$ cat config.mk
export PLATFORM = sky130hd
export DESIGN_NAME = axi_sub_sram_rmw
export DESIGN_NICKNAME = d
export VERILOG_FILES = /design/src/rtl/axi_sub_sram_rmw.sv
export SDC_FILE = /design/constraint.sdc
export NUM_CORES = 1
export LEC_CHECK = 0
export BUFFER_PORTS_ARGS = -buffer_cell sky130_fd_sc_hd__buf_4
export CAP_MARGIN = 30
export CORE_ASPECT_RATIO = 1.2
export CORE_MARGIN = 1.5
export CORE_UTILIZATION = 40
export CTS_CLUSTER_DIAMETER = 50
export DETAILED_ROUTE_END_ITERATION = 16
export GPL_TIMING_DRIVEN = 1
export PLACE_DENSITY = 0.92
export SETUP_SLACK_MARGIN = 0.3
export SYNTH_ARGS = -nofsm -noshare
export SYNTH_HDL_FRONTEND = slang
export SYNTH_SLANG_ARGS = --single-unit
$ cat constraint.sdc
create_clock -name clk -period 3.6 [get_ports clk]
set_input_delay 0.72 -clock clk [delete_from_list [all_inputs] [get_ports clk]]
set_output_delay 0.72 -clock clk [all_outputs]
set_load 0.02 [all_outputs]
$ cat src/rtl/axi_sub_sram_rmw.sv
// Memory-side AXI subordinate endpoint onto a word-wide single-port SRAM without byte enables.
// Partial-strobe writes run a read-modify-write sequence while hld stalls the upstream transfer.
module axi_sub_sram_rmw #(
  parameter int unsigned   AW        = 32,
  parameter int unsigned   DW        = 32,
  parameter int unsigned   MEM_DEPTH = 256,
  parameter logic [AW-1:0] BASE_ADDR = '0,
  localparam int unsigned  BC        = DW / 8,
  localparam int unsigned  BW        = $clog2(BC),
  localparam int unsigned  MW        = $clog2(MEM_DEPTH)
) (
  input  logic          clk,
  input  logic          rst_n,
  input  logic          dv,
  input  logic [AW-1:0] addr,
  input  logic          write,
  input  logic [DW-1:0] wdata,
  input  logic [BC-1:0] wstrb,
  input  logic          last,
  output logic          hld,
  output logic [DW-1:0] rdata,
  output logic          rd_err,
  output logic          wr_err,
  output logic          mem_cs,
  output logic          mem_we,
  output logic [MW-1:0] mem_addr,
  output logic [DW-1:0] mem_wdata,
  input  logic [DW-1:0] mem_rdata
);

  localparam logic [AW-1:0] WIN_BYTES = AW'(MEM_DEPTH * BC);

  typedef enum logic [1:0] {
    IDLE   = 2'd0,
    RMW_RD = 2'd1,
    RMW_WR = 2'd2
  } state_e;

  state_e        state_q, state_d;
  logic          rd_err_q, rd_err_d;
  logic [DW-1:0] merge_q, merge_d;

  logic [AW-1:0] off;
  logic [MW-1:0] idx;
  logic          in_range;
  logic          full;
  logic          none;
  logic          partial;

  // Burst framing carries no meaning for a single-word memory endpoint.
  logic unused_last;
  assign unused_last = last;

  // Address decode; the subtraction wraps so addresses below the base fall out of range.
  always_comb begin
    off      = addr - BASE_ADDR;
    in_range = (off < WIN_BYTES);
    idx      = off[BW +: MW];
    full     = &wstrb;
    none     = ~|wstrb;
    partial  = !full && !none;
  end

  // Merge new strobed bytes over the word returned by the RMW read.
  always_comb begin
    merge_d = merge_q;
    if (state_q == RMW_RD) begin
      for (int b = 0; b < int'(BC); b++) begin
        merge_d[8*b +: 8] = wstrb[b] ? wdata[8*b +: 8] : mem_rdata[8*b +: 8];
      end
    end
  end

  // Next-state and combinational handshake / SRAM control.
  always_comb begin
    state_d   = state_q;
    rd_err_d  = 1'b0;
    hld       = 1'b0;
    wr_err    = 1'b0;
    mem_cs    = 1'b0;
    mem_we    = 1'b0;
    mem_addr  = idx;
    mem_wdata = wdata;

    unique case (state_q)
      IDLE: begin
        if (dv) begin
          if (!write) begin
            mem_cs   = in_range;
            rd_err_d = !in_range;
          end else if (!in_range || none) begin
            wr_err = !in_range;
          end else if (full) begin
            mem_cs = 1'b1;
            mem_we = 1'b1;
          end else if (partial) begin
            hld     = 1'b1;
            mem_cs  = 1'b1;
            state_d = RMW_RD;
          end
        end
      end
      RMW_RD: begin
        hld     = 1'b1;
        state_d = RMW_WR;
      end
      RMW_WR: begin
        mem_cs    = 1'b1;
        mem_we    = 1'b1;
        mem_wdata = merge_q;
        state_d   = IDLE;
      end
      default: begin
        state_d = IDLE;
      end
    endcase
  end

  always_ff @(posedge clk or negedge rst_n) begin
    if (!rst_n) begin
      state_q  <= IDLE;
      rd_err_q <= 1'b0;
      merge_q  <= '0;
    end else begin
      state_q  <= state_d;
      rd_err_q <= rd_err_d;
      merge_q  <= merge_d;
    end
  end

  // Read return: SRAM data passes straight through; an out-of-range read returns zero.
  assign rdata  = rd_err_q ? '0 : mem_rdata;
  assign rd_err = rd_err_q;

  a_no_write_in_rmw_rd: assert property (@(posedge clk) disable iff (!rst_n)
    (state_q == RMW_RD) |-> !(mem_cs && mem_we));

  a_dv_held_in_rmw: assert property (@(posedge clk) disable iff (!rst_n)
    (state_q != IDLE) |-> dv);

endmodule

; ---- After elaboration in Yosys (flattened, before gate mapping)
; Cells that the tools add are included.
[word_totals]
ff_bits = 35
word_cells = 55
out_inout_bits = 77
input_bits = 105
[classes]
mux = 35
n_lt_le_gt_ge = 1
eq_ne = 7
n_reduce_logical = 9
[op_table]
columns = op, n
row1 = 32-bit two-way mux, 2
row2 = 32-bit by 11-bit less-than comparator with 1-bit output (second input constant), 1
row3 = 8-bit two-way mux, 4
row4 = 1-bit two-way mux, 20
row5 = 2-bit two-way mux, 5
row6 = 2-bit inequality test (second input constant), 5
row7 = 1-bit case mux with 2 select lines, 3
row8 = 5-bit AND reduction, 1
row9 = 2-bit case mux with 2 select lines, 1
row10 = 4-bit AND reduction, 1
row11 = 4-bit OR reduction, 1
row12 = 1-bit zero test, 3
row13 = 2-bit by 1-bit equality test with 1-bit output (second input constant), 1
row14 = 2-bit equality test (second input constant), 1
row15 = 2-bit zero test, 1
row16 = 1-bit logical AND, 1
row17 = 1-bit logical OR, 1

; ---- Longest topological paths before layout
; Gate-level depths: netlist (run 1).
[depth]
word_depth = 9
mapped_depth = 5

; ---- Worst setup path after synthesis (run 1)
; Ideal clock, no wire load.
[synth_path]
path_kind = input to output
start = input port addr[29]
end = output port mem_we
cell_stages = 4
arrival_time_ns = 1.941
setup_slack_ns = 0.939
path_buffers = 0
path_cell_list = nor4_2 nand4_1 or3_4 o41ai_2
[synth_between]
elab_chain_cells = 7
[synth_rtl]
columns = element, line_no
row1 = "start, declared", 15  ; input logic [AW-1:0] addr,
row2 = 32-bit by 11-bit less-than comparator with 1-bit output, 57  ; in_range = (off < WIN_BYTES);
row3 = 1-bit zero test, 91  ; end else if (!in_range || none) begin
row4 = 1-bit logical OR, 91
row5 = 1-bit two-way mux, 91
row6 = 1-bit two-way mux, 88  ; if (!write) begin
row7 = 1-bit two-way mux, 87  ; if (dv) begin
row8 = 1-bit case mux with 2 select lines, 85  ; unique case (state_q)
row9 = "end, declared", 25  ; output logic mem_we,
; No other way between the ends.

; ---- Worst setup path after layout (run 1)
; Same ends and word-level chain as after synthesis.

==> PnR_summary.wiki, run 1 <==
{| class="wikitable"
! Metric !! Value
|-
| Result of the run || complete, no violations
|-
| Maximum resistive drop on vdd || 0.205 mV
|-
| Minimum hold slack || 384 ps
|-
| Finish-stage setup viols || 0
|-
| Synth Area in XOR/XNOR || 0%
|-
| Post-place setup slack || 746 ps
|-
| Post-cts repair resize count || 0
|-
| Initial cell density of the core || 41.7%
|-
| Register clock-pin slew on the reported worst setup and hold paths || 60 ps
|-
| Combinational family with the most area after synthesis || multiplexers
|-
| Synth warn || 0
|-
| Cell area after synthesis || 0.00236 mm^2
|-
| Net Count, Synth || 352
|-
| Worst slew margin || 58.7%
|-
| Power per standard cell area || 261 mW/mm^2
|-
| Largest stage delay on the critical path || 420 ps
|-
| Wire length of the first global-routing pass || 10.7 mm
|-
| Slowest stage cell, crit path || sky130_fd_sc_hd__or3_4
|-
| Timing startpoint of the critical path || addr[29]
|-
| Routed Wire Length || 6.87 mm
|-
| All-Layer GR Usage || 21.5%
|-
| Area Overhead vs Synth || 54.6%
|-
| Largest delay share family, worst path || simple AND/OR/NAND/NOR gates
|-
| Startpoint Class || input port
|-
| RSZ-0062 raised after global routing || no
|-
| DRC violation count after routing || 0
|-
| Total count of hold-check failures in the final report || 0
|-
| Cell row count || 30
|-
| Sum of overflow across all layers after global routing || 0
|-
| Final count of pins violating max slew || 0
|-
| Cells after synthesis || 247
|-
| Clock tree skew after final layout || 3.36 ps
|-
| Mux contribution to synthesized area || 28.8%
|-
| Clock insertion delay at the later pin of the skew report || 280 ps
|-
| Largest fanout on the critical path || 3
|-
| Seq cells post-synth || 35
|-
| Top post-synthesis cells by area || sky130_fd_sc_hd__dfrtp_1 (37%), sky130_fd_sc_hd__mux2_2 (15%), sky130_fd_sc_hd__mux2i_1 (14%)
|-
| Antenna violations before repair || 0
|-
| Top achievable clock speed || 350 MHz
|-
| Number of H-tree branching levels || 2
|-
| Hold Buf Count CTS || 0
|-
| Compound-cell area share of the yosys netlist || 8.21%
|-
| Power Total || 954 uW
|-
| Post-layout utilization of the core || 64.5%
|-
| Nets@finish || 498
|-
| CP bufs+invs || 2
|-
| Total clock buffers created by CTS || 5
|-
| Element type at the critical path end || output port
|-
| NetSw || 272 uW
|-
| Global placer's final weighted congestion || 0.726
|-
| Via count of the first global-routing pass || 2380
|-
| Library cell appearing most often on the critical path || sky130_fd_sc_hd__buf_4
|-
| Post-CTS setup buffers || 0
|-
| Buffers added on ports || 162
|-
| Area of combinational cells with multiple inputs || 0.00135 mm^2
|-
| Die Wd || 73.2 um
|-
| Sink count of the clock tree || 35
|-
| CP Cell Sequence || buf_4 -> nor4_2 -> nand4_1 -> or3_4 -> o41ai_2 -> buf_4
|-
| Per-instance average area after synthesis || 9.57 um^2
|-
| Largest net degree at the start of global routing || 66
|-
| Reported leakage power || 0.00187 uW
|-
| Final setup TNS || 0 ps
|-
| Flip-flop and latch area || 876 um^2
|-
| Deepest clock path buffer count || 2
|-
| Count of nets left with antenna violations after detail routing || 0
|-
| Crit path DAT || 2140 ps
|-
| Number of antenna cells inserted || 0
|-
| Type of the worst min-delay path || input port to asynchronous set/reset pin
|-
| Area share of the leading cell type in the synthesized netlist || 37.1%
|-
| Area of the die || 0.00638 mm^2
|-
| Iter 0 DRT Violations || 64
|-
| Post-synthesis share of cell area spent on full adders, half adders and majority gates || 0%
|-
| Number of filler cells placed in the layout || 464
|-
| Top cell type by total area after synthesis || sky130_fd_sc_hd__dfrtp_1
|-
| Combinational group share of total power || 31.2%
|-
| Pint || 682 uW
|-
| Number of ports placed on the die boundary || 182
|-
| Slack of the worst reg-to-reg path || 2220 ps
|-
| Critical path type || input port to output port
|-
| Simple-Gate Fraction of Synth Area || 19.6%
|-
| Startpoint of the worst register-to-register path || state_q[1]
|-
| Switching portion of total power || 28.5%
|-
| PnR worst setup slack || 742 ps
|-
| Reported max-cap violation count || 0
|-
| Sequential power share || 41.6%
|-
| Share of synthesized area occupied by flip-flops and latches || 37.1%
|-
| TritonCTS clock tree || built
|-
| Pin slew with the least headroom to its limit || 620 ps
|-
| Clock share of power || 27.2%
|-
| Fraction of layout cells with a size suffix above 1 || 53.6%
|-
| HPWL Detailed || 5.36 mm
|-
| Root buf cell || sky130_fd_sc_hd__clkbuf_8
|-
| TritonRoute pass-1 iters || 4
|-
| Detailed-route via count || 2336
|-
| Data required time of the worst path || 2880 ps
|-
| Final critical delay including setup and external delays || 2860 ps
|-
| Die height || 87.2 um
|-
| Detail-routed net length per standard cell || 14.5 um
|-
| Share of the clock period used by the worst path after layout || 79.4%
|-
| Detailed-route vias per instance || 4.95
|-
| Placeable core area || 0.00567 mm^2
|-
| Count of unique library cells instantiated by Yosys || 22
|}
## sequential cells by signal, indices dropped and copies added, names as in the netlist
register	cells
rd_err	1
state_q	2
merge_q	32
## placed cells by master (no fill, tap or decap)
cell type,Yosys,layout
sky130_fd_sc_hd__buf_4,8,164
sky130_fd_sc_hd__dfrtp_1,35,35
sky130_fd_sc_hd__nand2_1,33,33
sky130_fd_sc_hd__mux2_2,32,32
sky130_fd_sc_hd__nor2b_1,33,32
sky130_fd_sc_hd__mux2i_1,32,32
sky130_fd_sc_hd__o21ai_0,32,32
sky130_fd_sc_hd__clkbuf_8,0,5
sky130_fd_sc_hd__nor4_1,4,4
sky130_fd_sc_hd__nor4_2,4,4
sky130_fd_sc_hd__inv_1,3,3
sky130_fd_sc_hd__nor2_1,2,2
sky130_fd_sc_hd__nand4_1,2,2
sky130_fd_sc_hd__nand2b_1,2,1
sky130_fd_sc_hd__a21oi_1,1,1
sky130_fd_sc_hd__nor2b_4,0,1
sky130_fd_sc_hd__a21o_1,1,1
sky130_fd_sc_hd__or3_4,1,1
sky130_fd_sc_hd__o41ai_2,1,1
sky130_fd_sc_hd__nand4b_1,1,1
sky130_fd_sc_hd__nand2b_2,0,1
sky130_fd_sc_hd__o21ai_1,1,1
sky130_fd_sc_hd__nor3_1,1,1
sky130_fd_sc_hd__clkbuf_1,9,1
sky130_fd_sc_hd__buf_8,0,1
## kinds of logic (layout without fill, tap and decap cells)
logic type	count (synthesis)	after routing
flip-flops	35	35
AO/OA/AOI/OAI	36	36
AND/OR/NAND/NOR	83	83
buffers and inverters	29	174
multiplexers	64	64
## worst paths after layout
kind | endpoint | depth (start not counted)
worst max-delay path | mem_we | 6
worst min-delay path | merge_q[19] | 1
worst max register to register | merge_q[17] | 3
worst min register to register | merge_q[14] | 2
max in group asynchronous | state_q[1] | 1
min in group clk | merge_q[14] | 2
## per-layer routing
| metal | vias to the layer above | GRT usage (%) | share of wire [%] |
|---|---|---|---|
| li1 | 1133 | - | - |
| met1 | 1107 | 21.8 | 38 |
| met2 | 85 | 42.1 | 55 |
| met3 | 11 | 5.32 | 5.7 |
| met4 | 0 | 6.00 | 1.4 |
| met5 | - | 0 | 0 |
## power groups by stage
stage          clock [uW]  combinational [uW]  sequential (uW)
3_3_place_gp            0                 287              407
6_report              259                 297              397
4_1_cts               267                 300              397
5_1_grt               285                 317              397
3_5_place_dp            0                 300              404
2_1_floorplan           0                 143              403
## stage by stage
step / cell area [um^2] / cells
global placement: 3570 / 465
global route: 3650 / 472
detailed placement: 3580 / 466
CTS: 3650 / 472
floorplan: 2360 / 247
finish: 3650 / 472
## layout make-up
class | instances | share of cell area, %
inverter | 3 | 0.308
timing repair buffer | 165 | 34.1
multi-input combinational | 183 | 36.9
sequential | 35 | 24.0
clock buffer | 6 | 1.99
tap | 80 | 2.74
## synth_stat cells
master	n
sky130_fd_sc_hd__a21o_1	1
sky130_fd_sc_hd__a21oi_1	1
sky130_fd_sc_hd__buf_2	9
sky130_fd_sc_hd__buf_4	8
sky130_fd_sc_hd__clkbuf_1	9
sky130_fd_sc_hd__dfrtp_1	35
sky130_fd_sc_hd__inv_1	3
sky130_fd_sc_hd__mux2_2	32
sky130_fd_sc_hd__mux2i_1	32
sky130_fd_sc_hd__nand2_1	33
sky130_fd_sc_hd__nand2b_1	2
sky130_fd_sc_hd__nand4_1	2
sky130_fd_sc_hd__nand4b_1	1
sky130_fd_sc_hd__nor2_1	2
sky130_fd_sc_hd__nor2b_1	33
sky130_fd_sc_hd__nor3_1	1
sky130_fd_sc_hd__nor4_1	4
sky130_fd_sc_hd__nor4_2	4
sky130_fd_sc_hd__o21ai_0	32
sky130_fd_sc_hd__o21ai_1	1
sky130_fd_sc_hd__o41ai_2	1
sky130_fd_sc_hd__or3_4	1
## worst register-to-register path: cells and delay by family, from the launching register on
kind	cells	cell delay [ps]
buffers and inverters	1	460
DFF	1	410
AOI/OAI and AO/OA	1	210
and+or+nand+nor	1	150
Power figures use the tool's default switching activity.
==> inputs of run 2 (changes only) <==
- CORE_UTILIZATION: 40 -> 36
- PLACE_DENSITY: 0.92 -> 0.88
- clock period: 3.6 -> 2.38 ns (I/O delays scaled with it)
==> run 2 against run 1 <==
Compared with the run above: first-iteration DRC count up 16%; cell area up 13%; non-clock buffer count up 12; critical endpoint unchanged.
==> PnR_summary.wiki, run 2 (synthesis gave the netlist of run 1 again) <==
{| class="wikitable"
! Metric !! Value
|-
| Number of H-tree branching levels || 2
|-
| Pin slew with the least headroom to its limit || 462 ps
|-
| Number of ports placed on the die boundary || 182
|-
| RSZ-0062 raised after global routing || yes
|-
| Antenna violations before repair || 0
|-
| Post-layout utilization of the core || 64.2%
|-
| Worst slew margin || 69.2%
|-
| Final count of pins violating max slew || 0
|-
| Largest register FFs || 32
|-
| CP Cell Sequence || buf_6 -> nor4_4 -> nand4_1 -> or3_4 -> o41ai_4 -> buf_4
|-
| Detailed-route vias per instance || 4.91
|-
| Data required time of the worst path || 1900 ps
|-
| Via count of the first global-routing pass || 2378
|-
| End of the worst register-to-register path || merge_q[31]
|-
| Detailed-route via count || 2412
|-
| Depth of the worst register-to-register path || 5
|-
| Startpoint Class || input port
|-
| Die Wd || 77.0 um
|-
| Clock tree skew after final layout || 6.74 ps
|-
| Largest stage delay on the critical path || 440 ps
|-
| Count of nets left with antenna violations after detail routing || 0
|-
| HPWL Detailed || 5.38 mm
|-
| Root buf cell || sky130_fd_sc_hd__clkbuf_8
|-
| Detail-routed net length per standard cell || 16.0 um
|-
| Initial cell density of the core || 36.9%
|-
| Reported max-cap violation count || 0
|-
| Power Total || 1520 uW
|-
| Buffers added on ports || 162
|-
| Share of the clock period used by the worst path after layout || 98.8%
|-
| Top reg by flops || merge_q
|-
| DRC violation count after routing || 0
|-
| All-Layer GR Usage || 19.2%
|-
| Post-place setup slack || 56.0 ps
|-
| Clock insertion delay at the later pin of the skew report || 280 ps
|-
| Total count of hold-check failures in the final report || 0
|-
| Area Overhead vs Synth || 74.1%
|-
| Element type at the critical path end || output port
|-
| Startpoint of the worst register-to-register path || state_q[0]
|-
| Wire length of the first global-routing pass || 10.8 mm
|-
| Nets@finish || 510
|-
| Sum of overflow across all layers after global routing || 0
|-
| Leading cell types in the layout, fill and taps excluded || sky130_fd_sc_hd__buf_4 (128), sky130_fd_sc_hd__buf_6 (43), sky130_fd_sc_hd__dfrtp_1 (34), sky130_fd_sc_hd__nand2_1 (33)
|-
| Area of the die || 0.00706 mm^2
|-
| PnR worst setup slack || 28.7 ps
|-
| Deepest clock path buffer count || 2
|-
| Leading cell type in the layout, fill and taps excluded || sky130_fd_sc_hd__buf_4
|-
| Top achievable clock speed || 425 MHz
|-
| Crit path DAT || 1880 ps
|-
| Maximum resistive drop on vdd || 0.230 mV
|-
| Number of antenna cells inserted || 0
|-
| Fraction of layout cells with a size suffix above 1 || 55.7%
|-
| Power per standard cell area || 369 mW/mm^2
|-
| Largest fanout on the critical path || 3
|-
| Register clock-pin slew on the reported worst setup and hold paths || 70 ps
|-
| Total clock buffers created by CTS || 5
|-
| Final critical delay including setup and external delays || 2350 ps
|-
| Hold Buf Count CTS || 0
|-
| TritonRoute pass-1 iters || 3
|-
| TritonCTS clock tree || built
|-
| Slack of the worst reg-to-reg path || 980 ps
|-
| Type of the worst min-delay path || input port to asynchronous set/reset pin
|-
| Die height || 91.8 um
|-
| Global placer's final weighted congestion || 0.743
|-
| Result of the run || complete, no violations
|-
| Cell row count || 32
|-
| Slowest stage cell, crit path || sky130_fd_sc_hd__or3_4
|-
| Largest net degree at the start of global routing || 36
|-
| Reported leakage power || 0.00209 uW
|-
| Sink count of the clock tree || 35
|-
| Finish-stage setup viols || 0
|-
| Iter 0 DRT Violations || 74
|-
| Placeable core area || 0.00641 mm^2
|-
| Critical path type || input port to output port
|-
| Routed Wire Length || 7.84 mm
|}
run 2: cell types whose count changed in the layout (fill, tap and decap cells not counted), moves of 2 or more:
| cell | change |
|---|---|
| sky130_fd_sc_hd__buf_12 | +2 |
| sky130_fd_sc_hd__buf_4 | -36 |
| sky130_fd_sc_hd__buf_6 | +43 |
| sky130_fd_sc_hd__buf_8 | +3 |
| sky130_fd_sc_hd__mux2_2 | -26 |
| sky130_fd_sc_hd__mux2_4 | +26 |
| sky130_fd_sc_hd__nor4_2 | -2 |
| sky130_fd_sc_hd__nor4_4 | +3 |
run 2: repair_timing:
action / in CTS / in global routing
gates resized for setup: 21 / 66
gates cloned: 1 / 2
pin swaps: 1 / 2
endpoints found under the setup margin: 34 / 52
setup buffers: 3 / 3
run 2: worst max path at each step:
stage	end	slack, ps	start
after floorplan	hld	300	addr[29]
after global placement	mem_we	50	addr[17]
after detailed placement	mem_we	60	addr[17]
after CTS	mem_we	70	addr[17]
after global routing	mem_we	-6	addr[28]
final	mem_we	30	addr[17]
run 2: area by class of cell:
cell class | instances | area (um^2)
Fill cell | 517 | 2290
Clock inverter | 1 | 5.00
Tap cell | 85 | 106
Sequential cell | 35 | 877
Multi-Input combinational cell | 183 | 1490
Clock buffer | 7 | 76.3
Timing Repair Buffer | 177 | 1550
Inverter | 3 | 11.3
run 2: routing by layer:
layer	part of all wire, %	wire (um)	GRT usage (%)	up-vias
li1	-	-	-	1162
met1	38	2950	20.6	1141
met2	55	4330	35.5	91
met3	5.1	402	4.68	18
met4	2.1	161	8.18	0
met5	0	0	0	-
run 2: per-stage QoR:
step	instances	hold slack (ps)	setup TNS [ps]	instance area, um^2
2_1_floorplan	247	180	0	2370
5_1_grt	491	166	-6.45	4110
6_report	491	134	0	4110
4_1_cts	486	149	0	3810
3_5_place_dp	474	461	0	3620
3_3_place_gp	473	459	0	3610
run 2: power breakdown:
group	internal, uW	switching, uW
Clock	205	211
Sequential	595	5.10
Combinational	277	224
Total	1080	440
run 2: worst max-delay path, delay by kind of cell:
family	cells	cell delay [ps]
buf+inv	2	300
simple gates	3	900
compound gates	1	210
